===== src/rtl/cp_host_ctrl.sv =====
// cp_host_ctrl: host-side job sequencer for one CP instance (IMEM/DMEM load, run, DMEM readback).
// Defining CP_HOST_TIMEOUT_EN adds a RUN watchdog that aborts the job and raises err.
//
// state   | meaning
// IDLE    | waiting for start
// LOAD_I  | streaming program beats into IMEM
// LOAD_D  | streaming operand beats into DMEM from address 0
// RUN     | CP active, waiting for cp_ext_done (or watchdog expiry)
// RD_ADDR | readback address presented to DMEM port C
// RD_CAP  | DMEM read data captured into out_data
// RD_OUT  | out_valid held until out_ready
// FIN     | one-cycle done pulse
module cp_host_ctrl #(
    parameter int CP_D_WIDTH      = 72,
    parameter int CP_I_WIDTH      = 56,
    parameter int DMEM_ADDR_WIDTH = 10,
    parameter int IMEM_ADDR_WIDTH = 9,
    parameter int TIMEOUT_WIDTH   = 20
) (
    input  logic                       clock,
    input  logic                       nreset,
    input  logic                       start,
    input  logic [IMEM_ADDR_WIDTH:0]   prog_len,
    input  logic [DMEM_ADDR_WIDTH:0]   din_len,
    input  logic [DMEM_ADDR_WIDTH-1:0] dout_base,
    input  logic [DMEM_ADDR_WIDTH:0]   dout_len,
    input  logic                       in_valid,
    output logic                       in_ready,
    input  logic [CP_D_WIDTH-1:0]      in_data,
    output logic                       out_valid,
    input  logic                       out_ready,
    output logic [CP_D_WIDTH-1:0]      out_data,
    output logic                       busy,
    output logic                       done,
    output logic                       err,
    output logic                       ext_cp_active,
    output logic [IMEM_ADDR_WIDTH-1:0] ext_imem_addr,
    output logic [CP_I_WIDTH-1:0]      ext_imem_in,
    output logic                       ext_imem_we,
    output logic [DMEM_ADDR_WIDTH-1:0] ext_dmem_addr,
    output logic [CP_D_WIDTH-1:0]      ext_dmem_in,
    output logic                       ext_dmem_we,
    input  logic                       cp_ext_nbusy,
    input  logic                       cp_ext_done,
    input  logic [CP_D_WIDTH-1:0]      dmem_ext_out
);

    localparam int CW = ((DMEM_ADDR_WIDTH > IMEM_ADDR_WIDTH) ? DMEM_ADDR_WIDTH : IMEM_ADDR_WIDTH) + 1;
    localparam logic [IMEM_ADDR_WIDTH:0] IMEM_DEPTH = {1'b1, {IMEM_ADDR_WIDTH{1'b0}}};
    localparam logic [DMEM_ADDR_WIDTH:0] DMEM_DEPTH = {1'b1, {DMEM_ADDR_WIDTH{1'b0}}};

    typedef enum logic [2:0] {
        S_IDLE,
        S_LOAD_I,
        S_LOAD_D,
        S_RUN,
        S_RD_ADDR,
        S_RD_CAP,
        S_RD_OUT,
        S_FIN
    } state_t;

    state_t                     state;
    logic [CW-1:0]              prog_len_q;
    logic [CW-1:0]              din_len_q;
    logic [CW-1:0]              dout_len_q;
    logic [DMEM_ADDR_WIDTH-1:0] dout_base_q;
    logic [CW-1:0]              cnt;
    logic [CW-1:0]              cnt_inc;
    logic [CW-1:0]              idx;
    logic [CW-1:0]              idx_inc;
    logic [IMEM_ADDR_WIDTH:0]   prog_sat;
    logic [DMEM_ADDR_WIDTH:0]   din_sat;
    logic [DMEM_ADDR_WIDTH:0]   dout_sat;
    logic [DMEM_ADDR_WIDTH-1:0] rd_addr;
    logic                       unused_nbusy;

`ifdef CP_HOST_TIMEOUT_EN
    localparam logic [TIMEOUT_WIDTH-1:0] WD_LAST = {{(TIMEOUT_WIDTH-1){1'b1}}, 1'b0};
    logic [TIMEOUT_WIDTH-1:0] wd;
    logic                     err_q;
    assign err = err_q;
`else
    logic [TIMEOUT_WIDTH-1:0] unused_wd;
    assign unused_wd = '0;
    assign err       = 1'b0;
`endif

    // cp_ext_nbusy carries no control meaning here; the run ends on cp_ext_done alone.
    assign unused_nbusy = cp_ext_nbusy;

    assign prog_sat = (prog_len > IMEM_DEPTH) ? IMEM_DEPTH : prog_len;
    assign din_sat  = (din_len  > DMEM_DEPTH) ? DMEM_DEPTH : din_len;
    assign dout_sat = (dout_len > DMEM_DEPTH) ? DMEM_DEPTH : dout_len;

    assign cnt_inc = cnt + 1'b1;
    assign idx_inc = idx + 1'b1;
    assign rd_addr = dout_base_q + idx[DMEM_ADDR_WIDTH-1:0];

    assign in_ready      = (state == S_LOAD_I) || (state == S_LOAD_D);
    assign ext_imem_we   = (state == S_LOAD_I) && in_valid;
    assign ext_dmem_we   = (state == S_LOAD_D) && in_valid;
    assign ext_imem_addr = (state == S_LOAD_I) ? cnt[IMEM_ADDR_WIDTH-1:0] : '0;
    assign ext_imem_in   = (state == S_LOAD_I) ? in_data[CP_I_WIDTH-1:0] : '0;
    assign ext_dmem_in   = (state == S_LOAD_D) ? in_data : '0;

    // Readback address is held through RD_CAP/RD_OUT so the port sees a steady address.
    always_comb begin
        ext_dmem_addr = '0;
        if (state == S_LOAD_D)
            ext_dmem_addr = cnt[DMEM_ADDR_WIDTH-1:0];
        else if ((state == S_RD_ADDR) || (state == S_RD_CAP) || (state == S_RD_OUT))
            ext_dmem_addr = rd_addr;
    end

    always_ff @(posedge clock) begin
        if (!nreset) begin
            state         <= S_IDLE;
            prog_len_q    <= '0;
            din_len_q     <= '0;
            dout_len_q    <= '0;
            dout_base_q   <= '0;
            cnt           <= '0;
            idx           <= '0;
            busy          <= 1'b0;
            done          <= 1'b0;
            ext_cp_active <= 1'b0;
            out_valid     <= 1'b0;
            out_data      <= '0;
`ifdef CP_HOST_TIMEOUT_EN
            wd            <= '0;
            err_q         <= 1'b0;
`endif
        end else begin
            done <= 1'b0;
            case (state)
                S_IDLE: begin
                    if (start) begin
                        prog_len_q  <= CW'(prog_sat);
                        din_len_q   <= CW'(din_sat);
                        dout_len_q  <= CW'(dout_sat);
                        dout_base_q <= dout_base;
                        cnt         <= '0;
                        idx         <= '0;
                        busy        <= 1'b1;
`ifdef CP_HOST_TIMEOUT_EN
                        wd          <= '0;
                        err_q       <= 1'b0;
`endif
                        if (prog_sat != '0) begin
                            state <= S_LOAD_I;
                        end else if (din_sat != '0) begin
                            state <= S_LOAD_D;
                        end else begin
                            state         <= S_RUN;
                            ext_cp_active <= 1'b1;
                        end
                    end
                end
                S_LOAD_I: begin
                    if (in_valid) begin
                        if (cnt_inc == prog_len_q) begin
                            cnt <= '0;
                            if (din_len_q != '0) begin
                                state <= S_LOAD_D;
                            end else begin
                                state         <= S_RUN;
                                ext_cp_active <= 1'b1;
                            end
                        end else begin
                            cnt <= cnt_inc;
                        end
                    end
                end
                S_LOAD_D: begin
                    if (in_valid) begin
                        if (cnt_inc == din_len_q) begin
                            cnt           <= '0;
                            state         <= S_RUN;
                            ext_cp_active <= 1'b1;
                        end else begin
                            cnt <= cnt_inc;
                        end
                    end
                end
                S_RUN: begin
                    if (cp_ext_done) begin
                        ext_cp_active <= 1'b0;
                        if (dout_len_q == '0) begin
                            state <= S_FIN;
                            done  <= 1'b1;
                        end else begin
                            state <= S_RD_ADDR;
                        end
                    end
`ifdef CP_HOST_TIMEOUT_EN
                    // Exit on the cycle the count would reach all-ones.
                    else if (wd == WD_LAST) begin
                        ext_cp_active <= 1'b0;
                        err_q         <= 1'b1;
                        state         <= S_FIN;
                        done          <= 1'b1;
                    end else begin
                        wd <= wd + 1'b1;
                    end
`endif
                end
                S_RD_ADDR: begin
                    state <= S_RD_CAP;
                end
                S_RD_CAP: begin
                    out_data  <= dmem_ext_out;
                    out_valid <= 1'b1;
                    state     <= S_RD_OUT;
                end
                S_RD_OUT: begin
                    if (out_ready) begin
                        out_valid <= 1'b0;
                        if (idx_inc == dout_len_q) begin
                            state <= S_FIN;
                            done  <= 1'b1;
                        end else begin
                            idx   <= idx_inc;
                            state <= S_RD_ADDR;
                        end
                    end
                end
                S_FIN: begin
                    state <= S_IDLE;
                    busy  <= 1'b0;
                end
                default: begin
                    state         <= S_IDLE;
                    busy          <= 1'b0;
                    ext_cp_active <= 1'b0;
                    out_valid     <= 1'b0;
                end
            endcase
        end
    end

endmodule


===== config.mk =====
export PLATFORM = sky130hd
export DESIGN_NAME = cp_host_ctrl
export DESIGN_NICKNAME = d
export VERILOG_FILES = /design/src/rtl/cp_host_ctrl.sv
export SDC_FILE = /design/constraint.sdc
export NUM_CORES = 1
export LEC_CHECK = 0
export ABC_AREA = 1
export BUFFER_PORTS_ARGS = -buffer_cell sky130_fd_sc_hd__buf_2
export CAP_MARGIN = 40
export CORE_AREA = 2 2 162 164
export DETAILED_ROUTE_END_ITERATION = 10
export DIE_AREA = 0 0 164 166
export PLACE_DENSITY = 0.6
export SYNTH_ARGS = -nofsm -noshare
export SYNTH_HDL_FRONTEND = slang
export SYNTH_SLANG_ARGS = --single-unit

===== constraint.sdc =====
create_clock -name clock -period 2.7 [get_ports clock]
set_input_delay 0.405 -clock clock [delete_from_list [all_inputs] [get_ports clock]]
set_output_delay 0.405 -clock clock [all_outputs]
set_load 0.1 [all_outputs]

======== After elaboration in Yosys (flattened, before gate mapping) ========
Cells that the tools add are included.
storage, ports and cells
  output and inout bits ................... 227
  word-level logic and storage cells ...... 110
  flip-flop bits (word level) ............. 143
  input bits .............................. 193
cells by class
  reduce and logical (&&, ||, !) cells .... 22
  $add $sub $neg .......................... 3
  magnitude comparators ................... 3
  mux-type cells .......................... 49
  equal/unequal tests ..................... 21
operators with widths
  operator               number
  $mux 11                9
  $mux 72                1
  $mux 56                1
  $pmux 11 s3            1
  $mux 10                3
  $pmux 3 s8             1
  $add 11x1->11 const B  2
  $eq 11x11->1           2
  $gt 11x11->1 const B   2
  $pmux 11 s2            1
  $reduce_bool 11->1     2
  $mux 3                 7
  $ne 2x2->1 const B     9
  $mux 1                 17
  $eq 3x3->1 const B     4
  $eq 11x10->1           1
  $logic_not 11->1       1
  $add 10x10->10         1
  $gt 10x10->1 const B   1
  $reduce_and 10->1      1
  $reduce_bool 10->1     1
  $mux 9                 1
  $reduce_and 4->1       2
  $reduce_and 7->1       1
  other kinds (13)       26

======== Depth between registers and ports, before layout ========
Gate-level depths: netlist of run 1.
  depth in word-level cells ............... 7
  mapped depth ............................ 17

======== Worst setup path before layout of run 1 ========
OpenSTA, ideal clock, no wires.
  path kind ............................... register -> output
  start ................................... reg idx[2]
  end ..................................... out ext_dmem_addr[3]
  cell stages (with the launch flop) ...... 6
  slack ................................... -1238 ps
  path buffers ............................ 0
  data arrival time ....................... 3533 ps
  cells stage by stage .................... dfxtp_1 ha_1 a21o_1 a31o_2 and2_1 o32ai_1
between the ends
  longest elaborated chain between the ends .. 3
RTL lines
  item                    RTL line  text
  start, declared         70        logic [CW-1:0] idx;
  start signal, assigned  223       idx <= idx_inc;
  $add 10x10->10          98        assign rd_addr = dout_base_q + idx[DMEM_ADDR_WIDTH-1:0];
  $mux 10                 112       else if ((state == S_RD_ADDR) || (state == S_RD_CAP) || (state == S_RD_OUT))
  $mux 10                 110       if (state == S_LOAD_D)
  end, declared           40        output logic [DMEM_ADDR_WIDTH-1:0] ext_dmem_addr,
Every way passes these cells.

======== Worst setup path after layout of run 1 ========
  start ................................... reg dout_base_q[0]
  end ..................................... out ext_dmem_addr[8]
between the ends
  longest elaborated chain between the ends .. 3
RTL lines
  item                    RTL line  text
  start, declared         67        logic [DMEM_ADDR_WIDTH-1:0] dout_base_q;
  start signal, assigned  142       dout_base_q <= dout_base;
  $add 10x10->10          98
  $mux 10                 112
  $mux 10                 110
Every way passes these cells.

==> results of run 1 <==
-- worst max path at each step --
stage,startpoint,to,cells past startpoint
final,dout_base_q[0]$_SDFFE_PN0P_,ext_dmem_addr[8],13
after global placement,dout_base_q[0]$_SDFFE_PN0P_,ext_dmem_addr[8],13
after CTS,dout_base_q[0]$_SDFFE_PN0P_,ext_dmem_addr[8],12
after global routing,idx[0]$_SDFFE_PN0P_,ext_dmem_addr[8],13
after detailed placement,dout_base_q[0]$_SDFFE_PN0P_,ext_dmem_addr[8],12
after floorplan,state[2]$_SDFFE_PN0P_,ext_dmem_addr[0],4
-- metrics by stage --
| stage | hold WS, ps | std cells |
|---|---|---|
| after detailed placement | 431.3 | 2011 |
| final | 212.3 | 2050 |
| after global routing | 208.5 | 2049 |
| after CTS | 196.6 | 2046 |
| after floorplan | 451.7 | 1296 |
| after global placement | 427.0 | 2011 |
-- cell families after synthesis --
family / Yosys count / synth area share, %
XOR/XNOR: 12 / 1.396
flip-flops: 143 / 35.48
AND/OR/NAND/NOR: 578 / 29.90
buffers and inverters: 279 / 13.34
other: 1 / 0.04648
adder cells (fa/ha/maj): 12 / 1.954
AO/OA/AOI/OAI: 271 / 17.88
-- power by group --
group | switching [mW] | internal (mW) | leakage [nW] | total, mW
clock network | 1.06 | 1.23 | 0.284 | 2.29
registers | 0.367 | 2.53 | 1.17 | 2.89
logic | 6.54 | 1.84 | 4.48 | 8.38
total | 7.97 | 5.60 | 5.93 | 13.6
-- metal layers --
metal  part of all wire (%)  vias to the layer above  wire length [um]  GRT usage, %
li1                       -                     4882                 -             -
met1                     46                     4459             15350         33.10
met2                     43                      356             14210         35.22
met3                    9.2                       38              3042         7.942
met4                    1.3                        4               444         5.263
met5                  0.079                        -                26             0
-- registers in the layout, summed over array words and instances, names as in the netlist, 3 cells and up --
signal,flops
dout_base_q,10
state,3
out_data,72
idx,11
dout_len_q,11
prog_len_q,10
cnt,11
din_len_q,11
-- cell type report --
type / count / area [um2]
Fill cell: 2674 / 13680
Multi-Input combinational cell: 874 / 4459
Sequential cell: 143 / 2875
Timing Repair Buffer: 444 / 2779
Inverter: 220 / 825.8
Clock buffer: 17 / 425.4
Tap cell: 335 / 419.2
Clock inverter: 15 / 146.4
Antenna cell: 2 / 5.005
-- cells in the mapped netlist, drive strengths merged --
| master | count |
|---|---|
| a211oi | 10 |
| a21o | 2 |
| a21oi | 135 |
| a22oi | 1 |
| a31o | 1 |
| and2 | 1 |
| buf | 13 |
| clkbuf | 46 |
| clkinv | 2 |
| conb | 1 |
| dfxtp | 143 |
| fa | 1 |
| ha | 11 |
| inv | 218 |
| nand2 | 226 |
| nand3 | 64 |
| nand3b | 8 |
| nand4 | 9 |
| nor2 | 254 |
| nor3 | 5 |
| nor4 | 10 |
| o2111ai | 1 |
| o21ai | 112 |
| o21bai | 1 |
| o22ai | 4 |
| o31ai | 2 |
| o32ai | 2 |
| or2 | 1 |
| xnor2 | 4 |
| xor2 | 8 |
-- repair_timing --
item,in CTS,in global routing
endpoints found under the setup margin,6,89
resized for setup,16,109
endpoints found under the hold margin,0,0
setup buffers,3,2
pin swaps,1,2
-- critical path, delay by kind of cell, from the launching register on --
family	cells	cell delay (ps)
AO/OA/AOI/OAI	3	360
AND/OR/NAND/NOR	7	560
adder cells (fa/ha/maj)	2	500
flip-flops	1	340
buffers and inverters	1	180
==> results_dict.tcl, run 1 <==
set metrics [dict create \
    clk_latency_ps 420 \
    power.density_nw_per_um2 1137 \
    final_cell_mix "buf_2 (323), inv_1 (215), nand2_1 (212), nor2_1 (205), dfxtp_1 (133)" \
    final_area_um2 11940 \
    cp_data_arrival_time_ps 2370 \
    reg2reg_slack_ps 410 \
    outcome "complete, but fails checks" \
    leakage_nw 5.932 \
    ctsHoldBuffers 0 \
    synth_top_area_share_pct 35.48 \
    hp-class "input port to register" \
    synth.area.top_cells "dfxtp_1 (35%), nor2_1 (12%), nand2_1 (10%), inv_1 (10%), a21oi_1 (8.3%)" \
    hold_violations 0 \
    ant_nets 0 \
    numPortBuffers 417 \
    fin_skew_ps 8.891 \
    core_area_um2 25620 \
    nets 1905 \
    start_util_pct 31.50 \
    yosys_warnings 0 \
    drv_cap 0 \
    worstPathMaxFanout 2 \
    worstSetupStartpointType "register" \
    slowest_stage "dfxtp_2" \
    crit_top_cell "nand2_2" \
    cts.sinks 143 \
    vias_per_cell 4.751 \
    holdCritStartpoint "dout_base[9]" \
    netlist_area_um2 8068 \
    cts_buffers 17 \
    root_buffer "clkbuf_16" \
    die_height_um 166 \
    yosysSeqAreaShare_pct 35.48 \
    synth_area_leader_cell "dfxtp_1" \
    drt-total-wl_um 33070 \
    synthCells 1296 \
    ir_drop_v 0.0008488 \
    fmax_mhz 360.2 \
    wl_per_cell_um 16.13 \
    vias 9739 \
    slew_violations 0 \
    drt_first_pass_iters 7 \
    grt_antenna_before_repair 3 \
    synth-seq-cells 143 \
    hpwlAfterDp_um 26000 \
    crit_type "register to primary output" \
    cp-end-kind "primary output" \
    min_to "dout_base_q[9]$_SDFFE_PN0P_" \
    crit_required_ps 2300 \
    drc 0 \
    clkTransAtPathRegs_ps 70 \
    r2r-start "idx[0]$_SDFFE_PN0P_" \
    grt_max_degree 145 \
    cp_cell_sequence "ha_4 -> fa_2 -> nand3_2 -> nand2_2 -> nand2_2 -> nand2_2 -> a21oi_4 -> nor2_2 -> o21ai_2 -> nand3_1 -> nand2_2 -> o22ai_4 -> buf_12" \
    post-route-util_pct 46.59 \
    cts.path.max_buffers 2 \
    die_w_um 164 \
    ios 420 \
    hold_path_depth 3 \
    overflow 0 \
    max_stage_delay_ps 340 \
    fin_crit_ps 2776 \
    max_slew_margin_pct 59.82 \
    violations "setup timing" \
    drtIter0Drc 875 \
    setup_viol 2 \
    syn_to_final_growth_pct 47.94 \
    worst_slew_pin_slew_ps 597.2 \
    rsz0062_at_grt "true" \
    grtUsageTotal_pct 23.67 \
    worstReg2RegEnd "idx[4]$_SDFFE_PN0P_" \
    htreeDepth 4 \
    grt_first_pass_wirelength_um 50020 \
    reg2reg_depth 17 \
    final_common_cell "buf_2" \
    synth_area_per_cell_um2 6.225 \
    dp_slack_ps 141.7 \
    synth.distinct_cells 46 \
    power_mw 13.56 \
    place_congestion 0.9561 \
    drive_gt1_share_pct 34.38 \
    synth_fp_nets 1501 \
    grt_pass1_vias 9055 \
    die_area_um2 27220 \
    finalCritPeriodShare_pct 102.8 \
    place_area_um2 10950 \
    fp-row-count 59 \
    worst_slack_ps -76.40 \
    cts_tree "done" \
    setup_tns_ps -116.6 \
]
(Power assumes the default switching activity.)
==> run 2, diff against run 1 <==
--- a/config.mk
+++ b/config.mk
@@ -11,6 +11,7 @@
 export CORE_AREA = 2 2 162 164
 export DETAILED_ROUTE_END_ITERATION = 10
 export DIE_AREA = 0 0 164 166
+export MAX_ROUTING_LAYER = met4
 export PLACE_DENSITY = 0.6
 export SYNTH_ARGS = -nofsm -noshare
 export SYNTH_HDL_FRONTEND = slang
==> run 2 against run 1 <==
  * Cell count about the same
  * Combinational power decreased by 1%
  * Largest power group unchanged
  * First-iteration DRC count grew 4.3%
  * Wire length down 0.25%
  * The run still ends with setup timing left
  * Via count grew 0.39%
  * Count of clock-buffer cells in the layout stayed put
  * Cell area decreased by 1.1%
  * Worst setup slack worse by 83 ps
  * Maximum frequency shrank 2.9%
==> results_dict.tcl, run 2 (same netlist as run 1, synthesis figures left out) <==
set metrics [dict create \
    worst_slew_pin_slew_ps 585.9 \
    crit_top_cell "nand2_2" \
    final_common_cell "buf_2" \
    slew_violations 0 \
    wl_per_cell_um 16.08 \
    max_stage_delay_ps 390 \
    finalCritPeriodShare_pct 105.9 \
    cp-end-kind "primary output" \
    hold_violations 0 \
    crit_type "register to primary output" \
    hpwlAfterDp_um 26140 \
    final_cell_mix "buf_2 (387), inv_1 (215), nand2_1 (213), nor2_1 (205), dfxtp_1 (133)" \
    syn_to_final_growth_pct 46.25 \
    ant_nets 0 \
    die_w_um 164 \
    hp-class "input port to register" \
    setup_viol 2 \
    critPathBufInv 1 \
    rsz0062_at_grt "true" \
    place_congestion 0.9798 \
    final.fill_count 2681 \
    hold_path_depth 3 \
    power.density_nw_per_um2 1147 \
    grt_pass1_vias 8772 \
    r2r-start "idx[0]$_SDFFE_PN0P_" \
    holdCritStartpoint "dout_base[9]" \
    numPortBuffers 417 \
    root_buffer "clkbuf_16" \
    crit_family "adder cells" \
    reg2reg_depth 17 \
    vias 9777 \
    drt_first_pass_iters 5 \
    die_height_um 166 \
    start_util_pct 31.50 \
    fin_skew_ps 14.00 \
    clkTransAtPathRegs_ps 70 \
    dpl.cell_count 2014 \
    min_to "dout_base_q[9]$_SDFFE_PN0P_" \
    cts.sinks 143 \
    place_area_um2 10970 \
    worstPathMaxFanout 2 \
    overflow 0 \
    die_area_um2 27220 \
    drv_cap 0 \
    clk_latency_ps 430 \
    cts_tree "done" \
    drive_gt1_share_pct 34.31 \
    slowest_stage "fa_2" \
    htreeDepth 4 \
    max_slew_margin_pct 61.21 \
    largest_reg_flops 72 \
    crit_required_ps 2300 \
    leakage_nw 5.979 \
    worstReg2RegEnd "idx[4]$_SDFFE_PN0P_" \
    violations "setup timing" \
    max_flop_register "out_data" \
    drc 0 \
    drtIter0Drc 913 \
    ir_drop_v 0.0007770 \
    fp-row-count 59 \
    cts.path.max_buffers 2 \
    worstSetupStartpointType "register" \
    grt_first_pass_wirelength_um 49700 \
    outcome "complete, but fails checks" \
    power_mw 13.53 \
    fmax_mhz 349.7 \
    cp_data_arrival_time_ps 2450 \
    reg2reg_slack_ps 380 \
    grt_antenna_before_repair 2 \
    startpoint "dout_base_q[0]$_SDFFE_PN0P_" \
    fin_crit_ps 2860 \
    core_area_um2 25620 \
    final_area_um2 11800 \
    grtUsageTotal_pct 24.34 \
    cts_buffers 17 \
    instances_no_fill 2052 \
    nets 1906 \
    drt-total-wl_um 32990 \
    worst_slack_ps -159.7 \
    worstSetupPathDepth 13 \
    grt_max_degree 71 \
    ios 420 \
    vias_per_cell 4.765 \
    cp_cell_sequence "ha_4 -> fa_2 -> nand3_2 -> nand2_2 -> nand2_2 -> nand2_2 -> a21oi_2 -> nor2_2 -> o21ai_2 -> nand3_2 -> nand2_2 -> o22ai_4 -> buf_12" \
]
==> run 2: area by class of cell <==
| cell class | count | area [um2] | share of cell area [%] |
|---|---|---|---|
| diodes | 3 | 7.507 | 0.06363 |
| clock buffers | 17 | 425.4 | 3.606 |
| clock inverters | 15 | 187.7 | 1.591 |
| inverters | 220 | 825.8 | 6.999 |
| well taps | 335 | 419.2 | 3.552 |
| flip-flops and latches | 143 | 2878 | 24.39 |
| repair buffers | 445 | 2626 | 22.26 |
| multi-input cells | 874 | 4429 | 37.54 |
==> run 2: tightest hold or removal path, cell delays in order <==
cell and delay (ps):
buf_2 80, nor2_1 30, nor2_1 80
==> run 2: metal layers <==
layer / GRT usage (%) / part of all wire (%)
met5: - / 0
met3: 5.519 / 8.5
met1: 35.32 / 48
met4: 5.759 / 1.5
met2: 34.02 / 42
==> run 2: worst max-delay path by stage <==
stage | endpoint
finish | ext_dmem_addr[8]
global route | ext_dmem_addr[8]
detailed placement | ext_dmem_addr[8]
CTS | ext_dmem_addr[8]
global placement | ext_dmem_addr[8]
floorplan | ext_dmem_addr[0]
==> run 2: what timing repair did <==
item	in CTS	in global routing
resized for setup	19	37
hold endpoints to repair	0	0
cloned	0	0
pin swaps	1	6
endpoints found under the setup margin	7	64
hold buffers	0	0
buffers inserted	2	1
==> run 2: through the flow <==
stage / setup TNS, ps / util, % / hold slack, ps / setup slack, ps
after floorplan: -2117 / - / 451.7 / -630.5
after global placement: 0 / 42.84 / 429.0 / 153.0
after detailed placement: 0 / 42.84 / 431.7 / 173.1
after CTS: -101.4 / 45.52 / 187.3 / -101.4
after global routing: -429.4 / 46.05 / 188.2 / -289.1
final: -181.0 / 46.06 / 200.6 / -159.7
==> run 2: where the power goes <==
group	total [mW]	switching, mW	internal (mW)
Combinational	8.26	6.50	1.75
Clock	2.38	1.13	1.26
Sequential	2.89	0.357	2.53
Total	13.5	7.99	5.54
